## src/rtl/ifetch_pkg.sv

```systemverilog
// Shared types and constants for the instruction-fetch controller and its prefetch buffer.
package ifetch_pkg;

  localparam int ADDR_W  = 32;
  localparam int INSTR_W = 32;

  localparam logic [ADDR_W-1:0] DEFAULT_RESET_PC = 32'h0000_0000;
  localparam logic [ADDR_W-1:0] DEFAULT_MEM_SIZE = 32'h0000_0800;

  typedef enum logic [1:0] {
    ST_BOOT,
    ST_RUN,
    ST_HALT
  } state_t;

  typedef struct packed {
    logic [ADDR_W-1:0]  pc;
    logic [INSTR_W-1:0] instr;
  } fetch_entry_t;

  // A fetch address is usable when it is word aligned and inside instruction memory.
  function automatic logic addr_legal(input logic [ADDR_W-1:0] addr,
                                      input logic [ADDR_W-1:0] mem_size);
    return (addr < mem_size) && (addr[1:0] == 2'b00);
  endfunction

endpackage

```

## src/rtl/ifetch_fifo.sv

```systemverilog
// Prefetch buffer: DEPTH entries of {pc, instr}, with push, pop, flush and occupancy count.
module ifetch_fifo
  import ifetch_pkg::*;
#(
  parameter  int DEPTH = 2,
  localparam int PW    = $clog2(DEPTH),
  localparam int CW    = $clog2(DEPTH + 1)
) (
  input  logic          clock,
  input  logic          reset_n,
  input  logic          push,
  input  logic          pop,
  input  logic          flush,
  input  fetch_entry_t  push_data,
  output fetch_entry_t  head,
  output logic [CW-1:0] count,
  output logic          full
);

  fetch_entry_t  mem [DEPTH];
  logic [PW-1:0] wr_ptr;
  logic [PW-1:0] rd_ptr;

  // NOTE: storage is deliberately left unreset; pointers and count define validity, so stale words are never observed.
  always_ff @(posedge clock) begin
    if (push && !flush) begin
      mem[wr_ptr] <= push_data;
    end
  end

  // Pointers are log2(DEPTH) bits wide, so natural overflow wraps modulo DEPTH.
  always_ff @(posedge clock or negedge reset_n) begin
    if (!reset_n) begin
      wr_ptr <= '0;
      rd_ptr <= '0;
      count  <= '0;
    end else if (flush) begin
      wr_ptr <= '0;
      rd_ptr <= '0;
      count  <= '0;
    end else begin
      if (push) wr_ptr <= wr_ptr + 1'b1;
      if (pop)  rd_ptr <= rd_ptr + 1'b1;
      case ({push, pop})
        2'b10:   count <= count + 1'b1;
        2'b01:   count <= count - 1'b1;
        default: count <= count;
      endcase
    end
  end

  assign head = mem[rd_ptr];
  assign full = (count == CW'(DEPTH));

endmodule

```

## src/rtl/ifetch_ctrl.sv

```systemverilog
// Instruction-fetch controller: sequential fetch into a prefetch buffer with redirect and stall.
// Define IFETCH_BOUND_CHECK_EN to fault and halt on out-of-range or misaligned fetch addresses.
module ifetch_ctrl
  import ifetch_pkg::*;
#(
  parameter logic [31:0] RESET_PC = DEFAULT_RESET_PC,
  parameter logic [31:0] MEM_SIZE = DEFAULT_MEM_SIZE,
  parameter int          DEPTH    = 2
) (
  input  logic        clock,
  input  logic        reset_n,
  output logic [31:0] imem_addr,
  input  logic [31:0] imem_data,
  output logic        if_valid,
  input  logic        if_ready,
  output logic [31:0] if_instr,
  output logic [31:0] if_pc,
  input  logic        redirect_valid,
  input  logic [31:0] redirect_pc,
  input  logic        stall_req,
  output logic        fetch_fault
);

  localparam int CW = $clog2(DEPTH + 1);

  state_t         state;
  logic [31:0]    fetch_pc;
  logic           fault_q;
  logic           push;
  logic           pop;
  logic           flush;
  logic           full;
  logic           has_entry;
  logic           bad_addr;
  logic           bad_target;
  logic           target_legal;
  logic [CW-1:0]  count;
  fetch_entry_t   head;
  fetch_entry_t   push_data;

  assign target_legal = addr_legal(redirect_pc, MEM_SIZE);

`ifdef IFETCH_BOUND_CHECK_EN
  assign bad_addr   = (state == ST_RUN) && !redirect_valid && !addr_legal(fetch_pc, MEM_SIZE);
  assign bad_target = (state == ST_HALT) && !target_legal;
`else
  assign bad_addr   = 1'b0;
  assign bad_target = 1'b0;
`endif

  assign has_entry = (count != '0);
  assign if_valid  = has_entry && !redirect_valid;
  assign pop       = if_valid && if_ready;
  // A pop in the same cycle frees a slot, so a full buffer can still accept a push.
  assign push      = (state == ST_RUN) && !redirect_valid && !stall_req && !bad_addr && (!full || pop);
  assign flush     = redirect_valid && (state != ST_BOOT);
  assign push_data = '{pc: fetch_pc, instr: imem_data};

  always_ff @(posedge clock or negedge reset_n) begin
    if (!reset_n) begin
      state    <= ST_BOOT;
      fetch_pc <= RESET_PC;
      fault_q  <= 1'b0;
    end else if (redirect_valid) begin
      fetch_pc <= redirect_pc;
      fault_q  <= bad_target;
      state    <= (state == ST_HALT && !target_legal) ? ST_HALT : ST_RUN;
    end else begin
      case (state)
        ST_BOOT: state <= ST_RUN;
        ST_RUN: begin
          if (bad_addr) begin
            state   <= ST_HALT;
            fault_q <= 1'b1;
          end else if (push) begin
            fetch_pc <= fetch_pc + 32'd4;
          end
        end
        ST_HALT: state <= ST_HALT;
        default: state <= ST_BOOT;
      endcase
    end
  end

  ifetch_fifo #(.DEPTH(DEPTH)) u_fifo (
    .clock     (clock),
    .reset_n   (reset_n),
    .push      (push),
    .pop       (pop),
    .flush     (flush),
    .push_data (push_data),
    .head      (head),
    .count     (count),
    .full      (full)
  );

  assign imem_addr   = fetch_pc;
  assign if_pc       = has_entry ? head.pc    : '0;
  assign if_instr    = has_entry ? head.instr : '0;
  assign fetch_fault = fault_q;

endmodule

```

## config.mk

```make
export PLATFORM = sky130hd
export DESIGN_NAME = ifetch_ctrl
export DESIGN_NICKNAME = d
export VERILOG_FILES = /design/src/rtl/ifetch_pkg.sv /design/src/rtl/ifetch_fifo.sv /design/src/rtl/ifetch_ctrl.sv
export SDC_FILE = /design/constraint.sdc
export NUM_CORES = 1
export LEC_CHECK = 0
export CAP_MARGIN = 20
export CORE_ASPECT_RATIO = 1.75
export CORE_UTILIZATION = 45
export DETAILED_ROUTE_END_ITERATION = 16
export PLACE_DENSITY = 0.72
export RECOVER_POWER = 25
export SLEW_MARGIN = 20
export SYNTH_ARGS = -nofsm -noshare
export SYNTH_HDL_FRONTEND = slang
export SYNTH_SLANG_ARGS = --single-unit
```

## constraint.sdc

```tcl
create_clock -name clock -period 4 [get_ports clock]
set_input_delay 0.8 -clock clock [delete_from_list [all_inputs] [get_ports clock]]
set_output_delay 0.8 -clock clock [all_outputs]
set_load 0.1 [all_outputs]
```

Word-level counts from Yosys, hierarchy flattened
Memories as Yosys holds them, arrays and structs flattened.
Index checks and enable logic that the tools add are counted.
{ "classes": {"n_eq_ne": 6, "add_sub_neg": 5, "n_lt_le_gt_ge": 1, "reduce_logical": 25, "mux": 16} }
{ "ops": {"columns": ["cell", "count"], "rows": [
  ["32-bit two-way mux", 5],
  ["32-bit by 3-bit adder with 32-bit output, second input constant", 1],
  ["32-bit by 12-bit less-than comparator with 1-bit output, second input constant", 1],
  ["2-bit nonzero test", 6],
  ["1-bit logical AND", 9],
  ["2-bit equality test, second input constant", 3],
  ["1-bit two-way mux", 6],
  ["2-bit two-way mux", 3],
  ["2-bit case mux with 3 select lines", 1],
  ["1-bit zero test", 5],
  ["2-bit by 1-bit equality test with 1-bit output, second input constant", 2],
  ["2-bit zero test", 2],
  ["2-bit case mux with 2 select lines", 1],
  ["3-bit nonzero test", 1],
  ["1-bit adder, second input constant", 2],
  ["2-bit by 1-bit adder with 2-bit output, second input constant", 1],
  ["2-bit inequality test, second input constant", 1],
  ["2-bit AND reduction", 1],
  ["2-bit by 1-bit subtractor with 2-bit output, second input constant", 1],
  ["1-bit logical OR", 1]
]} }
{ "word_totals": {"reg_bits": 38, "wordCells": 59, "inputBits": 69, "mem_bits_rw": 128, "n_memories": 1, "output_inout_bits": 98} }
{ "mem_list": {"columns": ["memory", "depth", "width", "rd", "rd_clocked_by_memory_dff", "wr", "line", "text"], "rows": [
  ["u_fifo.mem", 2, 64, 1, 0, 1, "ifetch_fifo.sv:20", "fetch_entry_t mem [DEPTH];"]
]} }

Depth between registers and ports, before layout
{ "logic_depth": {"depth_word": 8, "depth_mapped": 7, "depth_no_buf": 6} }

Cells and area by module
From an unflattened synthesis, not the netlist that was laid out.
{ "unflattened": {"cells_unflattened": 550, "area_unflattened_um2": 7676.1} }
{ "modules_own_cells": {"columns": ["module", "instances", "cells_each", "area_each_um2", "seq_area_each_um2"], "rows": [
  ["ifetch_fifo", 1, 219, 5034.8, 3943.8],
  ["ifetch_ctrl", 1, 331, 2641.3, 850.8]
]} }

Least setup slack after synthesis
OpenSTA, ideal clock, no wires.
{ "synth_path": {"kind": "input-to-reg", "start": "input port redirect_valid", "end": "memory u_fifo.mem[0][0] in the netlist's numbering, enable pin", "setup_ns": 0.487, "arrival_time_ns": 4.258, "setup_slack_ns": -0.745, "cell_stages": 4, "required_time_ns": 3.513, "cell_sequence": "nor4b_4 > o21ai_2 > clkbuf_1 > nor2_1"} }
{ "synth_via": {"elab_chain_cells": 8, "elab_cells_between_ends": 12} }
{ "synth_rtl": {"columns": ["element", "line", "text"], "rows": [
  ["from (decl)", "ifetch_ctrl.sv:18", "input logic redirect_valid,"],
  ["1-bit zero test", "ifetch_ctrl.sv:52, ifetch_ctrl.sv:55", null],
  ["1-bit logical AND", "ifetch_ctrl.sv:52", "assign if_valid = has_entry && !redirect_valid;"],
  ["1-bit logical AND", "ifetch_ctrl.sv:53", "assign pop = if_valid && if_ready;"],
  ["1-bit logical OR", "ifetch_ctrl.sv:55", "assign push = (state == ST_RUN) && !redirect_valid && !stall_req && !bad_addr && (!full || pop);"],
  ["1-bit logical AND", "ifetch_ctrl.sv:55", null],
  ["1-bit logical AND *", "ifetch_fifo.sv:26", "if (push && !flush) begin"],
  ["1-bit two-way mux *", "ifetch_fifo.sv:26", null],
  ["1-bit two-way mux (implied by the code) *", "ifetch_fifo.sv:27", "mem[wr_ptr] <= push_data;"],
  ["to (decl)", "ifetch_fifo.sv:20", null]
]} }
Every way passes the cells marked *; elsewhere a longest branch is shown, timed or not.

Worst setup path after layout
{ "layout_path": {"start": "register u_fifo.rd_ptr", "end": "output port if_instr[24]"} }
{ "layout_via": {"elab_chain_cells": 2} }
{ "layout_rtl": {"columns": ["element", "line", "text"], "rows": [
  ["from (decl)", "ifetch_fifo.sv:22", "logic [PW-1:0] rd_ptr;"],
  ["from (signal assigned)", "ifetch_fifo.sv:43", "if (pop) rd_ptr <= rd_ptr + 1'b1;"],
  ["memory 2 x 64 bit", null, null],
  ["32-bit two-way mux", "ifetch_ctrl.sv:99", "assign if_instr = has_entry ? head.instr : '0;"],
  ["to (decl)", "ifetch_ctrl.sv:16", "output logic [31:0] if_instr,"]
]} }
Every way passes these cells.

==> results.md <==
Clock tree:
- The clock reaches the later pin of the worst-skew pair after roughly 0.42 ns.
- The clock root buffer is clkbuf_16.
- The number of clock sinks is 166.
- After clock tree synthesis, the repair step resized 0 gates.
- The number of setup buffers added after CTS is 0.
- The CTS tree is yes.
- In this run, post-CTS hold repair placed 0 buffers.
- The maximum root-to-sink buffer count is 2.
- The number of buffers created by CTS is 17.
- The H-tree depth is 4.
- The clock slew seen by the registers of the worst setup and hold paths is 0.07 ns.

GRT:
- The maximum number of pins on one net before global-route repair is 68.
- The wire length of the first global-routing pass is approximately 27 mm.
- The global-route usage over all layers is 0.210.
- For this run the aggregate overflow at the end of global routing stands at 0.
- The initial antenna violation count is 0.
- The number of global-route vias before repair is around 5,100.

Pwr:
- The internal power is ~3.1 mW.
- The static power due to leakage is roughly 3.4 nW.
- Of the total power, the share spent switching nets is 0.381.
- The share of total power dissipated in the clock network is 0.304.
- The analysis attributes to net switching a power of 1.92 mW.
- The combinational power share is 0.281.
- The power share of the sequential group is 0.415.
- The maximum vdd drop is approximately 0.29 mV.
- The power per standard cell area is approximately 540 nW/um^2.

Floorplanning:
- The effective utilization at floorplan is 0.462.
- The die width is between 90 and 100 um.
- The number of rows created at floorplan is 60.
- In this run the count of I/O pins placed on the die edge is about 170.
- The floorplan step defined a die boundary enclosing approximately 16,000 sq um.
- The height of the die is 169 um.
- The floorplan step defined a core boundary enclosing ~15,000 sq um.

Drt:
- The post-detailed-route count of antenna-violating nets is 0.
- After detailed routing, the average wire length per cell comes to about 18 um.
- The remaining routing DRC violations is 0.
- The number of optimization iterations in the first detailed-route pass is 5.
- The detailed router's first-iteration violation count is about 190.
- The average via count per standard cell is 5.57.
- The total routed wirelength is 16.6 mm.
- Across all layers, the routed design uses between 5,000 and 6,000 vias.

Logic synthesis:
- Sorting the synthesized cells by area gives the leading types as edfxtp_1 (54%), dfrtp_1 (13%), mux2i_1 (9.2%).
- Summing every instance area after synthesis gives approximately 7100 sq um.
- Yosys mapped a number of flops with a built-in enable equal to about 130.
- The cell accounting for the most synthesized area is edfxtp_1.
- The sequential element share of the synthesized area is 0.671.
- The leading register cell type out of synthesis is edfxtp_1.
- The proportion of register bits with asynchronous set or reset after synthesis is 0.229.
- The number of nets handed over by synthesis was around 600.
- After synthesis, the mean cell area works out to 13.1 sq um.
- The area share of the largest cell type after synthesis is 0.538.
- Counting every instance in the synthesized netlist gives about 540.
- The post-synthesis sequential element count is approximately 170.
- After synthesis, the netlist uses 53 different library cells.
- The synthesis warning total is 0.

Layout:
- The multi-input combinational cells in the finished layout cover a total of around 2200 sq um.
- In the final layout, flip-flops and latches occupy around 4800 sq um.
- The number of antenna repair diodes is 0.
- The most common cell after layout, fill and taps aside is edfxtp_1.
- The count of placed standard cells in the final layout, fillers left out is 909.
- The share of the core filled with cells is 0.608.
- In the layout the commonest cells are edfxtp_1 (128), nor2_1 (81), clkdlybuf4s50_1 (76), buf_4 (73), mux2i_1 (66).
- The count of fill cells added during filler insertion is roughly 1,200.
- The layout-stage area growth over the synthesis result is 31.7%.
- The net count of the finished layout is 780.
- Of the cells placed in the final design, the portion with a size suffix greater than 1 is 0.172.

Run:
- Across the run, the number of max-cap violations was 0.

Place:
- The number of port buffers is ~170.
- The number of placed instances, taps included is between 800 and 900.
- Routability-driven placement finished with a final weighted congestion of around 0.85.
- The post-placement worst setup slack is between 0.9 and 1 ns.
- The post-detailed-placement half-perimeter wirelength is roughly 11 mm.

Worst setup path:
- The critical register-to-register path endpoint is imem_addr[20]$_DFFE_PN0P_.
- The critical path ends at if_instr[24].
- The launching instance or port of the critical path is u_fifo.rd_ptr$_DFFE_PN0P_.
- The endpoint type of the worst setup path is an output port.
- Counting cells, the worst reg-to-reg path comes to 5.
- The startpoint identified for the worst register-to-register timing path is imem_addr[2]$_DFFE_PN0P_.
- The worst endpoint required time is 3.20 ns.
- The type of the setup path with the least slack is reg -> out.
- The register-to-register setup slack is 1.56 ns.
- The endpoint arrival time on the critical path is roughly 2.4 ns.
- The largest fanout on the critical path is between 50 and 60.
- The critical path launch point type is a register.

Timing:
- The maximum clock skew at final layout is around 0.0095 ns.
- The number of slew-limit violations in the final report was 0.
- Setup repair after global routing left no endpoint under its margin.
- The accumulated negative setup slack is 0 ns.
- The total count of hold-check failures in the final report came to 0.
- Once routing completed, OpenROAD measured the worst setup slack at 0.787 ns.
- The worst-margin pin slew is approximately 1.0 ns.
- The worst slew margin relative to its limit is 0.313.
- The setup-violating endpoint count in the final report is 0.
- The post-route minimum period is roughly 3.2 ns.
- Timing would allow up to approximately 310 MHz.
- Of the available clock period, the critical path in the final layout requires 0.803.

Status:
- The run finished with clean final reports.

Min path:
- The type of the tightest min-delay check is in -> async.
-- power groups by stage --
| stage | sequential, mW | clock, mW | combinational, mW |
|---|---|---|---|
| finish | 2.09 | 1.53 | 1.42 |
| global route | 2.10 | 1.63 | 1.47 |
| CTS | 2.09 | 1.56 | 1.43 |
| detailed placement | 2.12 | 0 | 1.43 |
| global placement | 2.12 | 0 | 1.42 |
| floorplan | 2.33 | 0 | 0.840 |
-- sequential cells by signal (all words and copies together), names as in the netlist --
name and count:
u_fifo.rd_ptr 1, u_fifo.wr_ptr 1, u_fifo.count 2, u_fifo.mem 128, state 2, imem_addr 32
-- synth_stat cells (2+ instances only) --
cell,n
mux2i_1,66
nand4_1,7
nand3_1,18
a21oi_1,11
inv_1,7
buf_2,3
clkbuf_1,13
dfrtp_1,38
o31a_1,2
nor2b_1,12
nand2b_1,4
or4_4,3
nor3b_1,2
a21o_1,2
and2_1,3
mux2_2,2
o21ai_0,9
nand2_1,39
buf_1,8
nor4_1,7
edfxtp_1,128
o211ai_1,6
nor2_1,83
and3_1,4
buf_4,3
a32oi_1,2
and4_1,2
a221o_1,5
xnor2_1,2
or3_1,6
o21ai_1,14
o311ai_1,9
or4_1,4
-- cell type report --
type                            instances  share of cell area
Clock inverter                         15              0.0150
Multi-Input combinational cell        344               0.236
Clock buffer                           17              0.0452
Tap cell                              186              0.0247
Sequential cell                       166               0.510
Inverter                                7             0.00279
Timing Repair Buffer                  174               0.166
-- critical path, cell delays in order, from the launching register on --
cell     delay (ns)
dfrtp_4        1.05
buf_4          0.32
mux2i_1        0.22
nor2_1         0.08
buf_4          0.27
-- worst min-delay path by stage --
stage,cells after the start,startpoint,slack (ns),endpoint
5_1_grt,1,state[0]$_DFFE_PN0P_,0.54,state[1]$_DFFE_PN0P_
3_3_place_gp,1,state[0]$_DFFE_PN0P_,0.49,state[1]$_DFFE_PN0P_
4_1_cts,1,state[0]$_DFFE_PN0P_,0.50,state[1]$_DFFE_PN0P_
6_report,1,reset_n,0.50,imem_addr[16]$_DFFE_PN0P_
2_1_floorplan,1,state[0]$_DFFE_PN0P_,0.46,state[1]$_DFFE_PN0P_
3_5_place_dp,1,state[0]$_DFFE_PN0P_,0.49,state[1]$_DFFE_PN0P_
-- per-layer routing --
| metal | part of all wire | vias up | global-route usage |
|---|---|---|---|
| li1 | - | 2372 | - |
| met1 | 0.39 | 2470 | 0.254 |
| met2 | 0.54 | 193 | 0.369 |
| met3 | 0.051 | 28 | 0.0351 |
| met4 | 0.023 | 0 | 0.0946 |
| met5 | 0 | - | 0 |
-- kinds of logic (layout without fill, tap and decap cells) --
kind of cell,Yosys count,count (layout),share of synthesized area
flip-flops,166,166,0.671
adder cells (fa/ha/maj),1,1,0.00175
XOR/XNOR,2,2,0.00245
AO/OA/AOI/OAI,69,69,0.0666
buffers and inverters,34,213,0.0200
AND/OR/NAND/NOR,203,203,0.142
other,1,1,0.000525
multiplexers,68,68,0.0956
-- stage by stage --
stage	power, mW	instance area, sq um	hold slack (ns)
floorplan	3.17	7150	0.461
finish	5.04	9410	0.500
detailed placement	3.55	8840	0.492
global placement	3.53	8840	0.488
global route	5.21	9410	0.537
CTS	5.08	9410	0.505
Note: power is estimated with default switching activity, not from simulation.
==> edit (config.mk and constraints unchanged) <==
The option `IFETCH_BOUND_CHECK_EN` is turned on by a define.
--- a/src/rtl/ifetch_ctrl.sv
+++ b/src/rtl/ifetch_ctrl.sv
@@ -1,5 +1,7 @@
 // Instruction-fetch controller: sequential fetch into a prefetch buffer with redirect and stall.
 // Define IFETCH_BOUND_CHECK_EN to fault and halt on out-of-range or misaligned fetch addresses.
+`define IFETCH_BOUND_CHECK_EN
+
 module ifetch_ctrl
   import ifetch_pkg::*;
 #(
Formal check against the unedited RTL: not equivalent (a bounded check fails within 4 cycles, from zero or initial values and one cycle with reset_n low).
==> edit against the unedited design <==
  * Area after synthesis fell by 5.0%
  * Worst hold slack improved by 0.0024 ns
  * Global-route usage fell by 1.5 points
  * Wire length fell by 11%
  * Sequential cell count rose by 1
  * Design area fell by 3.5%
  * Worst setup slack improved by 0.032 ns
Power is not compared: it rests on default switching activity, and its combinational part moved more than twofold at a synthesized area within 25%.
==> edit: results (changes against the unedited design) <==
Run status = completed
Placed insts = 782 (-11%)
Drt first pass iters = 4 (-1)
M1 GR Usage = 21.5% (-3.9 points)
Buffer share of cell area = 17.1% (+0.55 points)
Critical Path Source = u_fifo.count[0]
Multi-input comb cells = 252 (-27%)
RD Place Congestion = 0.812 (-4.4%)
Synth top area cells = edfxtp_1 (57%), dfrtp_1 (14%), mux2i_1 (10%), nor2_1 (4.1%), mux2_2 (3.8%)
Met2 WL = 8010 um (-11%)
Synthesized net count = 521 (-15%)
Port Buffers = 166 (+0.61%)
Final Critical Period = 3.18 ns (-0.0316 ns)
Sequential cell area share = 53.1% (+2.1 points)
Worst setup path endpoint = if_pc[22]
CP top delay family = simple AND/OR/NAND/NOR gates
Clock network area share = 6.40% (+0.37 points)
Sequential area share after synthesis = 71.0% (+3.9 points)
Mapped Avg Cell Area = 15.1 um2 (+15%)
Asr flop ratio synth = 23.4% (+0.46 points)
XOR/XNOR share of the synthesized area = 1.29% (+1.0 points)
Sequential cell count = 167 (+0.60%)
Detailed Place HPWL = 10500 um (-8.8%)
Footprint of the multi-input gates = 1860 um2 (-16%)
Largest net degree at the start of global routing = 65 (-4.4%)
Fillers = 1154 (-6.9%)
Vias in the first global route = 4304 (-16%)
Crit path DAT = 2.38 ns (-0.03 ns)
==> edit: cell types whose count changed in the layout (fill, tap and decap cells not counted), moves of 9 or more <==
cell and delta:
nand2_1 -27, mux2_2 +21, nand3_1 -13, o21ai_1 -10
nor2b_1 -9, o311ai_1 -9
==> edit: worst min path at each step <==
stage	startpoint	endpoint	slack, ns	cells after the start
3_5_place_dp	imem_addr[12]	u_fifo.mem[1][44]	0.52	0
4_1_cts	reset_n	imem_addr[25]	0.53	1
5_1_grt	imem_addr[13]	u_fifo.mem[0][45]	0.54	0
3_3_place_gp	imem_addr[29]	u_fifo.mem[1][61]	0.49	0
6_report	reset_n	imem_addr[25]	0.50	1
2_1_floorplan	reset_n	fetch_fault	0.50	0
==> edit: power breakdown <==
part	internal, mW	switching, mW	total (mW)
Clock	0.929	0.674	1.60
Combinational	0.165	0.369	0.534
Sequential	1.92	0.0594	1.98
